**src/rtl/ball_motion_if.sv**
```systemverilog
// Ball-stage bus: frame strobe, serve request and paddle positions in;
// ball position, direction, state and point pulses out.
interface ball_motion_if;
    logic       tick;
    logic       start;
    logic [9:0] player_paddle_y;
    logic [9:0] ai_paddle_y;
    logic [9:0] ball_pos_x;
    logic [9:0] ball_pos_y;
    logic       ball_dir_x;
    logic       ball_dir_y;
    logic [1:0] ball_state;
    logic       point_player;
    logic       point_ai;

    modport master (
        output tick, start, player_paddle_y, ai_paddle_y,
        input  ball_pos_x, ball_pos_y, ball_dir_x, ball_dir_y,
               ball_state, point_player, point_ai
    );

    modport slave (
        input  tick, start, player_paddle_y, ai_paddle_y,
        output ball_pos_x, ball_pos_y, ball_dir_x, ball_dir_y,
               ball_state, point_player, point_ai
    );
endinterface

```
**src/rtl/ball_motion.sv**
```systemverilog
// Pong ball: serve sequencing, per-tick motion, wall and paddle bounces,
// and one-cycle point pulses when a paddle misses.
module ball_motion #(
    parameter int SCREEN_W       = 640,
    parameter int SCREEN_H       = 480,
    parameter int BALL_SIZE      = 8,
    parameter int PADDLE_W       = 8,
    parameter int PADDLE_H       = 64,
    parameter int LEFT_PADDLE_X  = 16,
    parameter int RIGHT_PADDLE_X = 616,
    parameter int STEP           = 2,
    parameter int SERVE_DELAY    = 60
) (
    input  logic          clk,
    input  logic          reset,
    ball_motion_if.slave  bus
);
    localparam int CNT_W = (SERVE_DELAY < 2) ? 1 : $clog2(SERVE_DELAY + 1);

    localparam logic [10:0] C_STEP   = 11'(STEP);
    localparam logic [10:0] C_BALL   = 11'(BALL_SIZE);
    localparam logic [10:0] C_PH     = 11'(PADDLE_H);
    localparam logic [10:0] C_XMAX   = 11'(SCREEN_W - BALL_SIZE);
    localparam logic [10:0] C_YMAX   = 11'(SCREEN_H - BALL_SIZE);
    localparam logic [10:0] C_RHIT   = 11'(RIGHT_PADDLE_X);
    localparam logic [10:0] C_RSTOP  = 11'(RIGHT_PADDLE_X - BALL_SIZE);
    localparam logic [10:0] C_LFACE  = 11'(LEFT_PADDLE_X + PADDLE_W);
    localparam logic [9:0]  C_XMID   = 10'((SCREEN_W - BALL_SIZE) / 2);
    localparam logic [9:0]  C_YMID   = 10'((SCREEN_H - BALL_SIZE) / 2);
    localparam logic [CNT_W-1:0] C_DELAY = CNT_W'(SERVE_DELAY);
    localparam logic [CNT_W-1:0] C_ONE   = CNT_W'(1);

    typedef enum logic [1:0] {
        ST_IDLE   = 2'd0,
        ST_SERVE  = 2'd1,
        ST_PLAY   = 2'd2,
        ST_SCORED = 2'd3
    } state_t;

    state_t           state_reg, state_next;
    logic [9:0]       x_reg, x_next, y_reg, y_next;
    logic             dir_x_reg, dir_x_next, dir_y_reg, dir_y_next;
    logic             point_player_reg, point_player_next;
    logic             point_ai_reg, point_ai_next;
    logic [CNT_W-1:0] cnt_reg, cnt_next;

    // Candidate next positions for a PLAY tick, computed in 11 bits
    logic [10:0] xw, yw, ai_w, pl_w, x_upd, y_upd;
    logic        dy_upd, dx_upd, ov_ai, ov_pl, miss_right, miss_left;

    always_comb begin
        xw     = {1'b0, x_reg};
        yw     = {1'b0, y_reg};
        ai_w   = {1'b0, bus.ai_paddle_y};
        pl_w   = {1'b0, bus.player_paddle_y};
        ov_ai  = (yw + C_BALL > ai_w) && (yw < ai_w + C_PH);
        ov_pl  = (yw + C_BALL > pl_w) && (yw < pl_w + C_PH);

        y_upd  = yw;
        dy_upd = dir_y_reg;
        if (dir_y_reg && (yw + C_STEP >= C_YMAX)) begin
            y_upd  = C_YMAX;
            dy_upd = 1'b0;
        end else if (!dir_y_reg && (yw < C_STEP)) begin
            y_upd  = 11'd0;
            dy_upd = 1'b1;
        end else if (dir_y_reg) begin
            y_upd = yw + C_STEP;
        end else begin
            y_upd = yw - C_STEP;
        end

        x_upd      = xw;
        dx_upd     = dir_x_reg;
        miss_right = 1'b0;
        miss_left  = 1'b0;
        if (dir_x_reg) begin
            if ((xw + C_BALL <= C_RHIT) && (xw + C_BALL + C_STEP >= C_RHIT) && ov_ai) begin
                x_upd  = C_RSTOP;
                dx_upd = 1'b0;
            end else if (xw + C_STEP >= C_XMAX) begin
                x_upd      = C_XMAX;
                miss_right = 1'b1;
            end else begin
                x_upd = xw + C_STEP;
            end
        end else begin
            // x - STEP <= face is rewritten as x <= face + STEP to stay unsigned
            if ((xw >= C_LFACE) && (xw <= C_LFACE + C_STEP) && ov_pl) begin
                x_upd  = C_LFACE;
                dx_upd = 1'b1;
            end else if (xw < C_STEP) begin
                x_upd     = 11'd0;
                miss_left = 1'b1;
            end else begin
                x_upd = xw - C_STEP;
            end
        end
    end

    always_comb begin
        state_next        = state_reg;
        x_next            = x_reg;
        y_next            = y_reg;
        dir_x_next        = dir_x_reg;
        dir_y_next        = dir_y_reg;
        cnt_next          = cnt_reg;
        point_player_next = 1'b0;
        point_ai_next     = 1'b0;

        case (state_reg)
            ST_IDLE: begin
                if (bus.start) begin
                    state_next = ST_SERVE;
                    cnt_next   = C_DELAY;
                end
            end
            ST_SERVE: begin
                if (bus.tick) begin
                    if (cnt_reg == C_ONE) begin
                        state_next = ST_PLAY;
                        cnt_next   = '0;
                    end else begin
                        cnt_next = cnt_reg - C_ONE;
                    end
                end
            end
            ST_PLAY: begin
                if (bus.tick) begin
                    x_next            = x_upd[9:0];
                    y_next            = y_upd[9:0];
                    dir_x_next        = dx_upd;
                    dir_y_next        = dy_upd;
                    point_player_next = miss_right;
                    point_ai_next     = miss_left;
                    if (miss_right || miss_left) begin
                        state_next = ST_SCORED;
                    end
                end
            end
            default: begin
                // dir_x already points at the side that conceded
                state_next = ST_SERVE;
                x_next     = C_XMID;
                y_next     = C_YMID;
                cnt_next   = C_DELAY;
            end
        endcase
    end

    always_ff @(posedge clk) begin
        if (!reset) begin
            state_reg        <= ST_IDLE;
            x_reg            <= C_XMID;
            y_reg            <= C_YMID;
            dir_x_reg        <= 1'b1;
            dir_y_reg        <= 1'b1;
            cnt_reg          <= '0;
            point_player_reg <= 1'b0;
            point_ai_reg     <= 1'b0;
        end else begin
            state_reg        <= state_next;
            x_reg            <= x_next;
            y_reg            <= y_next;
            dir_x_reg        <= dir_x_next;
            dir_y_reg        <= dir_y_next;
            cnt_reg          <= cnt_next;
            point_player_reg <= point_player_next;
            point_ai_reg     <= point_ai_next;
        end
    end

    assign bus.ball_pos_x   = x_reg;
    assign bus.ball_pos_y   = y_reg;
    assign bus.ball_dir_x   = dir_x_reg;
    assign bus.ball_dir_y   = dir_y_reg;
    assign bus.ball_state   = state_reg;
    assign bus.point_player = point_player_reg;
    assign bus.point_ai     = point_ai_reg;
endmodule

```
**src/flat_wrapper.sv**
```systemverilog
// flat-port wrapper written by rule: the top's interface ports become plain ports
module ball_motion_flat 
#(
    parameter int SCREEN_W       = 640,
    parameter int SCREEN_H       = 480,
    parameter int BALL_SIZE      = 8,
    parameter int PADDLE_W       = 8,
    parameter int PADDLE_H       = 64,
    parameter int LEFT_PADDLE_X  = 16,
    parameter int RIGHT_PADDLE_X = 616,
    parameter int STEP           = 2,
    parameter int SERVE_DELAY    = 60
)
  (clk, reset, bus_tick, bus_start, bus_player_paddle_y, bus_ai_paddle_y, bus_ball_pos_x, bus_ball_pos_y, bus_ball_dir_x, bus_ball_dir_y, bus_ball_state, bus_point_player, bus_point_ai);
  ball_motion_if bus_i ();
  input  logic clk;
  input  logic reset;
  input wire logic [$bits(bus_i.tick)-1:0] bus_tick;
  input wire logic [$bits(bus_i.start)-1:0] bus_start;
  input wire logic [$bits(bus_i.player_paddle_y)-1:0] bus_player_paddle_y;
  input wire logic [$bits(bus_i.ai_paddle_y)-1:0] bus_ai_paddle_y;
  output wire logic [$bits(bus_i.ball_pos_x)-1:0] bus_ball_pos_x;
  output wire logic [$bits(bus_i.ball_pos_y)-1:0] bus_ball_pos_y;
  output wire logic [$bits(bus_i.ball_dir_x)-1:0] bus_ball_dir_x;
  output wire logic [$bits(bus_i.ball_dir_y)-1:0] bus_ball_dir_y;
  output wire logic [$bits(bus_i.ball_state)-1:0] bus_ball_state;
  output wire logic [$bits(bus_i.point_player)-1:0] bus_point_player;
  output wire logic [$bits(bus_i.point_ai)-1:0] bus_point_ai;
  assign bus_i.tick = bus_tick;
  assign bus_i.start = bus_start;
  assign bus_i.player_paddle_y = bus_player_paddle_y;
  assign bus_i.ai_paddle_y = bus_ai_paddle_y;
  assign bus_ball_pos_x = bus_i.ball_pos_x;
  assign bus_ball_pos_y = bus_i.ball_pos_y;
  assign bus_ball_dir_x = bus_i.ball_dir_x;
  assign bus_ball_dir_y = bus_i.ball_dir_y;
  assign bus_ball_state = bus_i.ball_state;
  assign bus_point_player = bus_i.point_player;
  assign bus_point_ai = bus_i.point_ai;
  ball_motion #(.SCREEN_W(SCREEN_W), .SCREEN_H(SCREEN_H), .BALL_SIZE(BALL_SIZE), .PADDLE_W(PADDLE_W), .PADDLE_H(PADDLE_H), .LEFT_PADDLE_X(LEFT_PADDLE_X), .RIGHT_PADDLE_X(RIGHT_PADDLE_X), .STEP(STEP), .SERVE_DELAY(SERVE_DELAY)) u_core (.clk(clk), .reset(reset), .bus(bus_i));
endmodule
```
**config.mk**
```make
export PLATFORM = sky130hd
export DESIGN_NAME = ball_motion_flat
export DESIGN_NICKNAME = d
export VERILOG_FILES = /design/src/rtl/ball_motion_if.sv /design/src/rtl/ball_motion.sv /design/src/flat_wrapper.sv
export SDC_FILE = /design/constraint.sdc
export NUM_CORES = 1
export LEC_CHECK = 0
export ABC_AREA = 1
export CAP_MARGIN = 20
export CELL_PAD_IN_SITES_DETAIL_PLACEMENT = 1
export CELL_PAD_IN_SITES_GLOBAL_PLACEMENT = 2
export CORE_UTILIZATION = 30
export CTS_BUF_LIST = sky130_fd_sc_hd__clkbuf_16
export CTS_CLUSTER_SIZE = 24
export DETAILED_ROUTE_END_ITERATION = 8
export PLACE_DENSITY = 0.9
export SYNTH_ARGS = -nofsm -noshare
export SYNTH_HDL_FRONTEND = slang
export SYNTH_SLANG_ARGS = --single-unit
```
**constraint.sdc**
```tcl
create_clock -name clk -period 3.4 [get_ports clk]
set_input_delay 0.68 -clock clk [delete_from_list [all_inputs] [get_ports clk]]
set_output_delay 0.68 -clock clk [all_outputs]
set_load 0.03 [all_outputs]
```
After elaboration in Yosys (flattened, before gate mapping)

Index checks and enable logic that the tools add are counted.
W data, S select, Z words.

Add/sub/neg operators: 10
$lt $le $gt $ge: 12
Eq/ne operators: 8
Mux-type cells: 33
Bitwise logic cells: 2
Reduce and logical (&&, ||, !) cells: 19

Operators by type and width:

| kind                    | count |
|---|---|
| $mux W10                | 10 |
| $pmux W10 S2            | 2 |
| $add A10 B2 Y11 const B | 2 |
| $add A10 B4 Y11 const B | 2 |
| $add A10 B7 Y11 const B | 2 |
| $ge A11 B10 Y1 const B  | 2 |
| $gt A11 B10 Y1          | 2 |
| $lt A10 B11 Y1          | 2 |
| $lt A10 B2 Y1 const B   | 2 |
| $sub A10 B2 Y10 const B | 2 |
| $mux W6                 | 3 |
| $pmux W6 S3             | 1 |
| $add A11 B2 Y11 const B | 1 |
| $ge A11 B9 Y1 const B   | 1 |
| $le A11 B10 Y1 const B  | 1 |
| $mux W1                 | 11 |
| $ge A10 B5 Y1 const B   | 1 |
| $le A10 B5 Y1 const B   | 1 |
| $mux W2                 | 5 |
| $reduce_and A3 Y1       | 3 |
| $logic_and A1 B1 Y1     | 8 |
| $eq A6 B1 Y1 const B    | 1 |
| $ne A2 B2 Y1 const B    | 3 |
| $pmux W2 S3             | 1 |
| 12 further kinds        | 15 |

Register bits: 32
Input bits: 24
Output and inout bits: 26
Logic and storage cells: 92

Longest topological paths before layout

Gate-level depths: netlist (run 1).

Depth after elaboration: 11
Gate-level depth with buffers: 21
Gate-level depth less buffers: 20

Worst setup path before layout (run 1)

Ideal clock, no wire load.

Path kind: register -> register
From: register u_core.y_reg[4] (netlist: u_core.bus.ball_pos_y[4])
To: register u_core.state_reg[0] (netlist: u_core.bus.ball_state[0])
Library setup time: 116 ps
Arrival: 2555 ps
Required time: 3284 ps
Slack: 729 ps
Cell stages (with the launch flop): 16
Buffers on the path: 0
Period minus slack after synthesis: 2671 ps
Cells stage by stage: dfxtp_1 ha_1 nand2_1 nor2_2 nand2_1 xor2_1 ha_1 inv_1 o211ai_1 nor2_1 nand2_1 nand4_1 a21oi_1 nand2_2 a21oi_1 nor2_1

Cells in the longest elaborated chain, start to end: 9
Elaborated cells between the ends (all ways): 16
Those cells by class: 1 x add/sub; 4 x order compare; 1 x eq/ne; 4 x mux; 6 x reduce/logical

RTL lines:

| element                                | line                                 | text |
|---|---|---|
| from (decl)                            | ball_motion.sv:41                    | `logic [9:0] x_reg, x_next, y_reg, y_next;` |
| from (signal assigned)                 | ball_motion.sv:164                   | `y_reg <= y_next;` |
| $add A10 B4 Y11                        | ball_motion.sv:56, ball_motion.sv:57 |  |
| $gt A11 B10 Y1 (on tied branches)      | ball_motion.sv:56, ball_motion.sv:57 |  |
| $logic_and A1 B1 Y1 (on tied branches) | ball_motion.sv:56, ball_motion.sv:57 |  |
| $logic_and A1 B1 Y1 (on tied branches) | ball_motion.sv:78, ball_motion.sv:89 |  |
| $mux W1 (on tied branches)             | ball_motion.sv:78, ball_motion.sv:89 |  |
| $mux W1                                | ball_motion.sv:77                    | `if (dir_x_reg) begin` |
| $logic_or A1 B1 Y1 (*)                 | ball_motion.sv:136                   | `if (miss_right \|\| miss_left) begin` |
| $ne A2 B1 Y1 (no source line) (*)      | n/a                                  |  |
| $reduce_and A5 Y1 (no source line) (*) | n/a                                  |  |
| to (signal assigned)                   | ball_motion.sv:162                   | `state_reg <= state_next;` |
| to (decl)                              | ball_motion.sv:40                    | `state_t state_reg, state_next;` |

Every way passes the cells marked *; elsewhere a longest branch is shown, timed or not.
A chain may end at the register's enable or synchronous reset.

Worst setup path in the final report (run 1)

From: input port bus_player_paddle_y[6]
To: register u_core.state_reg[1] (netlist: u_core.bus.ball_state[1])

Cells in the longest elaborated chain, start to end: 9
Elaborated cells between the ends (all ways): 10
Those cells by class: 1 x add/sub; 2 x order compare; 1 x eq/ne; 2 x mux; 4 x reduce/logical

RTL lines:

| element                                | line               | text |
|---|---|---|
| from (decl)                            | flat_wrapper.sv:20 | `input wire logic [$bits(bus_i.player_paddle_y)-1:0] bus_player_paddle_y;` |
| $add A10 B7 Y11                        | ball_motion.sv:57  | `ov_pl = (yw + C_BALL > pl_w) && (yw < pl_w + C_PH);` |
| $lt A10 B11 Y1                         | ball_motion.sv:57  |  |
| $logic_and A1 B1 Y1 (*)                | ball_motion.sv:57  |  |
| $logic_and A1 B1 Y1 (*)                | ball_motion.sv:89  | `if ((xw >= C_LFACE) && (xw <= C_LFACE + C_STEP) && ov_pl) begin` |
| $mux W1 (*)                            | ball_motion.sv:89  |  |
| $mux W1 (*)                            | ball_motion.sv:77  |  |
| $logic_or A1 B1 Y1 (*)                 | ball_motion.sv:136 |  |
| $ne A2 B1 Y1 (no source line) (*)      | n/a                |  |
| $reduce_and A5 Y1 (no source line) (*) | n/a                |  |

Marked as above.

==> results of run 1 <==
[per-stage QoR]
step	utilization, %	setup WS, ns
global placement	36.59	0.1584
finish	37.96	0.2540
global route	37.96	0.03129
floorplan	-	0.7293
detailed placement	36.59	0.01634
CTS	37.96	0.2764
[power by group through the flow]
stage          logic, uW  clock network, uW  registers (uW)
4_1_cts             1780                515             602
3_5_place_dp        1770                  0             608
2_1_floorplan       1110                  0             680
5_1_grt             2000                526             619
6_report            1770                507             600
3_3_place_gp        1720                  0             605
[worst max-delay path, cell delays in order]
cell,delay (ns)
clkdlybuf4s50_1,0.48
ha_1,0.27
xnor2_1,0.18
ha_1,0.27
a21oi_1,0.15
o21ai_0,0.10
inv_1,0.06
nand2_1,0.05
nor2_1,0.16
nand4_1,0.30
a21oi_1,0.26
nand2_2,0.10
a21oi_1,0.17
nor2_1,0.07
[per-layer routing]
layer	GRT usage (%)	vias up	share of wire, %
met4	3.509	0	1.0
met2	34.51	68	47
met5	0	-	0
met1	26.16	1962	49
li1	-	2113	-
met3	2.019	10	3.0
[cells by family after synthesis]
group / synth area share, %
other cells: 0.1003
fa+ha+maj: 16.74
simple gates: 34.28
compound gates: 15.80
buf+inv: 12.09
flops: 16.07
xor+xnor: 4.921
[path summary, 6_finish.rpt]
check                                                            from                                    end  depth (start not counted)  slack (ns)
worst max-delay path                           bus_player_paddle_y[6]  u_core.bus.ball_state[1]$_SDFFE_PN0P_                         14        0.25
worst min-delay path                   u_core.cnt_reg[1]$_SDFFE_PN0P_         u_core.cnt_reg[1]$_SDFFE_PN0P_                          2        0.47
worst max register to register  u_core.bus.ball_pos_y[3]$_SDFFE_PN1P_  u_core.bus.ball_state[1]$_SDFFE_PN0P_                         15        0.41
worst min register to register         u_core.cnt_reg[1]$_SDFFE_PN0P_         u_core.cnt_reg[1]$_SDFFE_PN0P_                          2        0.47
[placed cells by master (no fill, tap or decap), types with 2 or more instances in the layout]
cell             count
nand2_1            148
inv_1               88
nor2_1              66
a21oi_1             50
ha_1                50
clkdlybuf4s50_1     47
nand3_1             41
o21ai_0             34
dfxtp_1             30
xor2_1              16
nor3_1              12
inv_2               10
nand4_1              9
buf_4                9
nor2_2               5
xnor2_1              5
nand2_2              5
o21ai_1              5
clkbuf_16            5
a211oi_1             4
nand3_2              3
nand3b_1             3
a21o_1               3
o211ai_1             3
clkinv_1             2
a31oi_1              2
conb_1               2
clkinv_2             2
[final cells by class]
cell class / count / area share (%)
timing repair buffer: 56 / 11.75
tap: 168 / 4.591
sequential: 30 / 13.12
multi-input combinational: 479 / 58.73
clock inverter: 3 / 0.8746
clock buffer: 5 / 2.733
inverter: 100 / 8.199
==> flow_summary.ini, run 1 <==
[drt]
vias_per_cell = 4.938
via_count = 4153
avgRoutedWirePerCell_um = 14.69
drt_iter0_drc = 181
route.antenna.remaining_nets = 0
route.detailed.drc = 0
routed_wl_um = 12350
drt_first_pass_iters = 4

[floorplanning]
die-area_um2 = 12910
core_area_um2 = 12060
io-pin-count = 50
die_h_um = 113.6
initial_utilization_pct = 30.99
placement_row_count = 40
die-width_um = 113.6

[synth]
synth_enable_flop_cells = 0
netlist.area_leader.share_pct = 16.74
synth.area.top_cells = ha_1, dfxtp_1, nand2_1
yosys.area.top_type = ha_1
synth_seq_area_share_pct = 16.07
netlist_area_um2 = 3737
postSynthAreaPerCell_um2 = 5.999
yosysWarnings = 0
most_used_dff_post_synth = dfxtp_1
postSynth.asyncResetShare_pct = 0
post-synth-top-count-cell = nand2_1
synth.top_cells.by_count = nand2_1, inv_1, nor2_1, a21oi_1, ha_1
synth_cell_types = 41
post_synth_inst_count = 623
ys_ff_latch = 30

[grt]
grt.total_usage_pct = 19.65
grt_pass1_wl_um = 20710
first_global_vias = 4330
globalRoute.totalOverflow = 0
antenna_found_initial = 0
grt_max_degree = 24

[sta]
worst_pin_slew_ns = 0.7901
fmax_ghz = 0.3179
hold_violations = 0
rsz0062_at_grt = false
final.period_utilization_pct = 92.53
final_min_period_ns = 3.146
timing.clock.skew_ns = 0.002922
tns_setup_ns = 0
fin_worst_hold_slack_ns = 0.4722
setup_violations = 0
max_slew_margin_pct = 47.27
maxSlewViolCount = 0

[clocking]
tritoncts_buffer_count = 5
clock_network_latency_to_the_later_pin_of_the_worst_skew_pair_ns = 0.28
cts_repair_resize_count = 0
cts.root.buffer_cell = clkbuf_16
cts_tree = done
cts-hold-fix-buffers = 0
clk_transition_reported_paths_ns = 0.05
cts_post_setup_buffers_inserted = 0
htree_depth = 2
maximum_buffer_depth_of_the_clock_tree = 2
clock-sinks = 30

[min_path]
worst_hold_path_type = register to register

[final_layout]
multiInputGateArea_um2 = 2689
n_fill_cell = 1631
final_layout_size_suffix_gt1_share_pct = 6.389
final-instance-count-excl-fill = 841
antenna_cells_inserted = 0
area_delta_synth_final_pct = 22.50
post-route-cell-area_um2 = 4578
num-nets-final = 746
register_area_um2 = 600.6

[power]
p_per_area_nw_per_um2 = 627.4
netSwitchingPower_uw = 1419
internal-power_uw = 1453
leakagePower_uw = 0.002224
vdd.ir_drop.worst_uv = 348.6
netSwitchingFraction_pct = 49.40
finalPower_uw = 2872
pwr-share-comb_pct = 61.5
seq_power_share_pct = 20.9
power_frac_clock_pct = 17.6

[placement]
gp_routability_congestion = 0.8825
dpl.cell_count = 833
placed_wire_length_estimate_after_detailed_placement_um = 10160
dpl-instance-area_um2 = 4413
numPortBuffers = 47

[run_status]
outcome = complete, no violations

[setup_path]
timing.setup.critical_path_class = primary input to register
setup.worst_path.start_class = primary input
largest_driver_fanout_on_the_critical_path = 5
worst_ep_required_time_ns = 3.57
critical_path.endpoint_type = register
critical_path_arrival_ns = 3.31

[flow_run]
drv.max_cap_violation_count = 0
Note: power is estimated with default switching activity, not from simulation.
==> run 2, diff against run 1 <==
--- a/config.mk
+++ b/config.mk
@@ -13,7 +13,7 @@
 export CTS_BUF_LIST = sky130_fd_sc_hd__clkbuf_16
 export CTS_CLUSTER_SIZE = 24
 export DETAILED_ROUTE_END_ITERATION = 8
-export PLACE_DENSITY = 0.9
+export PLACE_DENSITY = 0.94
 export SYNTH_ARGS = -nofsm -noshare
 export SYNTH_HDL_FRONTEND = slang
 export SYNTH_SLANG_ARGS = --single-unit
==> run 2 against run 1 <==
Against the previous run:
- sequential share of layout area increased by 0.089 points
- global-route usage increased by 0.75 points
- hold slack improved by 0.0099 ns
- cell count decreased by 0.36%
- largest cell class unchanged
- clock skew increased by 0.0017 ns
- combinational power about the same
- utilization decreased by 0.18 points
- critical path type unchanged
- critical endpoint unchanged
==> flow_summary.ini, run 2 (synthesis gave the netlist of run 1 again) <==
[run_status]
outcome = complete, no violations

[sta]
fin_worst_hold_slack_ns = 0.4821
maxSlewViolCount = 0
fmax_ghz = 0.3230
final.period_utilization_pct = 91.06
worst_pin_slew_ns = 0.7952
final_min_period_ns = 3.096
rsz0062_at_grt = false
hold_violations = 0
timing.clock.skew_ns = 0.004668
post-route-worst-setup-slack_ns = 0.3041
setup_violations = 0
max_slew_margin_pct = 46.93

[flow_run]
drv.max_cap_violation_count = 0

[drt]
drt_iter0_drc = 218
route.detailed.drc = 0
routed_wl_um = 12500
drt_first_pass_iters = 4
route.antenna.remaining_nets = 0
via_count = 4182
avgRoutedWirePerCell_um = 14.92
vias_per_cell = 4.990

[final_layout]
final_layout_size_suffix_gt1_share_pct = 6.119
postLayoutCoreUtil_pct = 37.78
post-route-cell-area_um2 = 4557
layout.cells.most_common_list = nand2_1, inv_1, nor2_1
n_fill_cell = 1611
area_delta_synth_final_pct = 21.93
mostFrequentLayoutCell = nand2_1
num-nets-final = 743
antenna_cells_inserted = 0

[setup_path]
setup.worst_path.start_class = primary input
critical_path.top_delay_family = simple AND/OR/NAND/NOR gates
cpMaxStageDelayCell = clkdlybuf4s50_1
timing.setup.critical_path_class = primary input to register
largest_driver_fanout_on_the_critical_path = 5
cp_cell_sequence = clkdlybuf4s50_1 > ha_1 > xnor2_1 > ha_1 > a21oi_1 > o21ai_0 > inv_1 > nand2_1 > nor2_1 > nand4_1 > a21oi_1 > nand2_2 > nand3_1 > nand2_1 > nor2_1
critical_path_arrival_ns = 3.31
worst_ep_required_time_ns = 3.61
critical_path.endpoint_type = register
cp_slowest_stage_delay_ns = 0.47
path_buf_inv = 2

[power]
leakagePower_uw = 0.002209
vdd.ir_drop.worst_uv = 528.5
p_per_area_nw_per_um2 = 632.8
finalPower_uw = 2884

[placement]
gp_routability_congestion = 0.8793
placed_wire_length_estimate_after_detailed_placement_um = 10150
dp_slack_ns = -0.002333
numPortBuffers = 47
dpl-instance-area_um2 = 4390

[min_path]
worst_hold_path_type = register to register

[clocking]
cts_repair_resize_count = 0
cts.root.buffer_cell = clkbuf_16
clock-sinks = 30
cts_tree = done
clk_transition_reported_paths_ns = 0.06
cts_post_setup_buffers_inserted = 0
clock_network_latency_to_the_later_pin_of_the_worst_skew_pair_ns = 0.28
cts-hold-fix-buffers = 0
maximum_buffer_depth_of_the_clock_tree = 2
tritoncts_buffer_count = 5
htree_depth = 2

[floorplanning]
die-area_um2 = 12910
io-pin-count = 50
placement_row_count = 40
die-width_um = 113.6
core_area_um2 = 12060
initial_utilization_pct = 30.99
die_h_um = 113.6

[grt]
globalRoute.totalOverflow = 0
grt.total_usage_pct = 20.39
grt_pass1_wl_um = 21170
antenna_found_initial = 0
grt_max_degree = 24
first_global_vias = 4401
## run 2: area by class of cell
class | instances | area [um2] | area share, %
inverter | 100 | 375.4 | 8.237
sequential | 30 | 601.8 | 13.21
tap | 168 | 210.2 | 4.613
clock inverter | 3 | 40.04 | 0.8786
multi-input combinational | 479 | 2689 | 59.01
clock buffer | 5 | 125.1 | 2.746
timing repair buffer | 53 | 515.5 | 11.31
## run 2: where the power goes
| part | internal [uW] | switching, uW |
|---|---|---|
| clock network | 342 | 164 |
| registers | 450 | 168 |
| logic | 651 | 1110 |
| total | 1440 | 1440 |
## run 2: tightest hold or removal path, cell delays in order (launching register included)
cell and delay [ns]:
dfxtp_1 0.31, nand2_1 0.06, a21oi_1 0.06
## run 2: final timing paths
path / cells after the start / to / slack (ns) / from
hold reg to reg: 2 / u_core.cnt_reg[1]$_SDFFE_PN0P_ / 0.48 / u_core.cnt_reg[1]$_SDFFE_PN0P_
hold / removal: 2 / u_core.cnt_reg[1]$_SDFFE_PN0P_ / 0.48 / u_core.cnt_reg[1]$_SDFFE_PN0P_
setup reg to reg: 18 / u_core.bus.ball_state[1]$_SDFFE_PN0P_ / 0.45 / u_core.bus.ball_pos_y[3]$_SDFFE_PN1P_
setup / recovery: 15 / u_core.bus.ball_state[1]$_SDFFE_PN0P_ / 0.30 / bus_player_paddle_y[6]
## run 2: routing by layer
metal  GRT usage, %  up-vias  part of all wire, %
met5              0        -                    0
met4          4.211        0                  1.2
met3          2.285       17                  3.2
met2          36.83       80                   48
met1          26.02     1971                   48
li1               -     2114                    -
## run 2: through the flow
stage            TNS, ns  std cells
2_1_floorplan          0        624
3_3_place_gp           0        830
3_5_place_dp   -0.002333        830
4_1_cts                0        838
5_1_grt                0        838
6_report               0        838
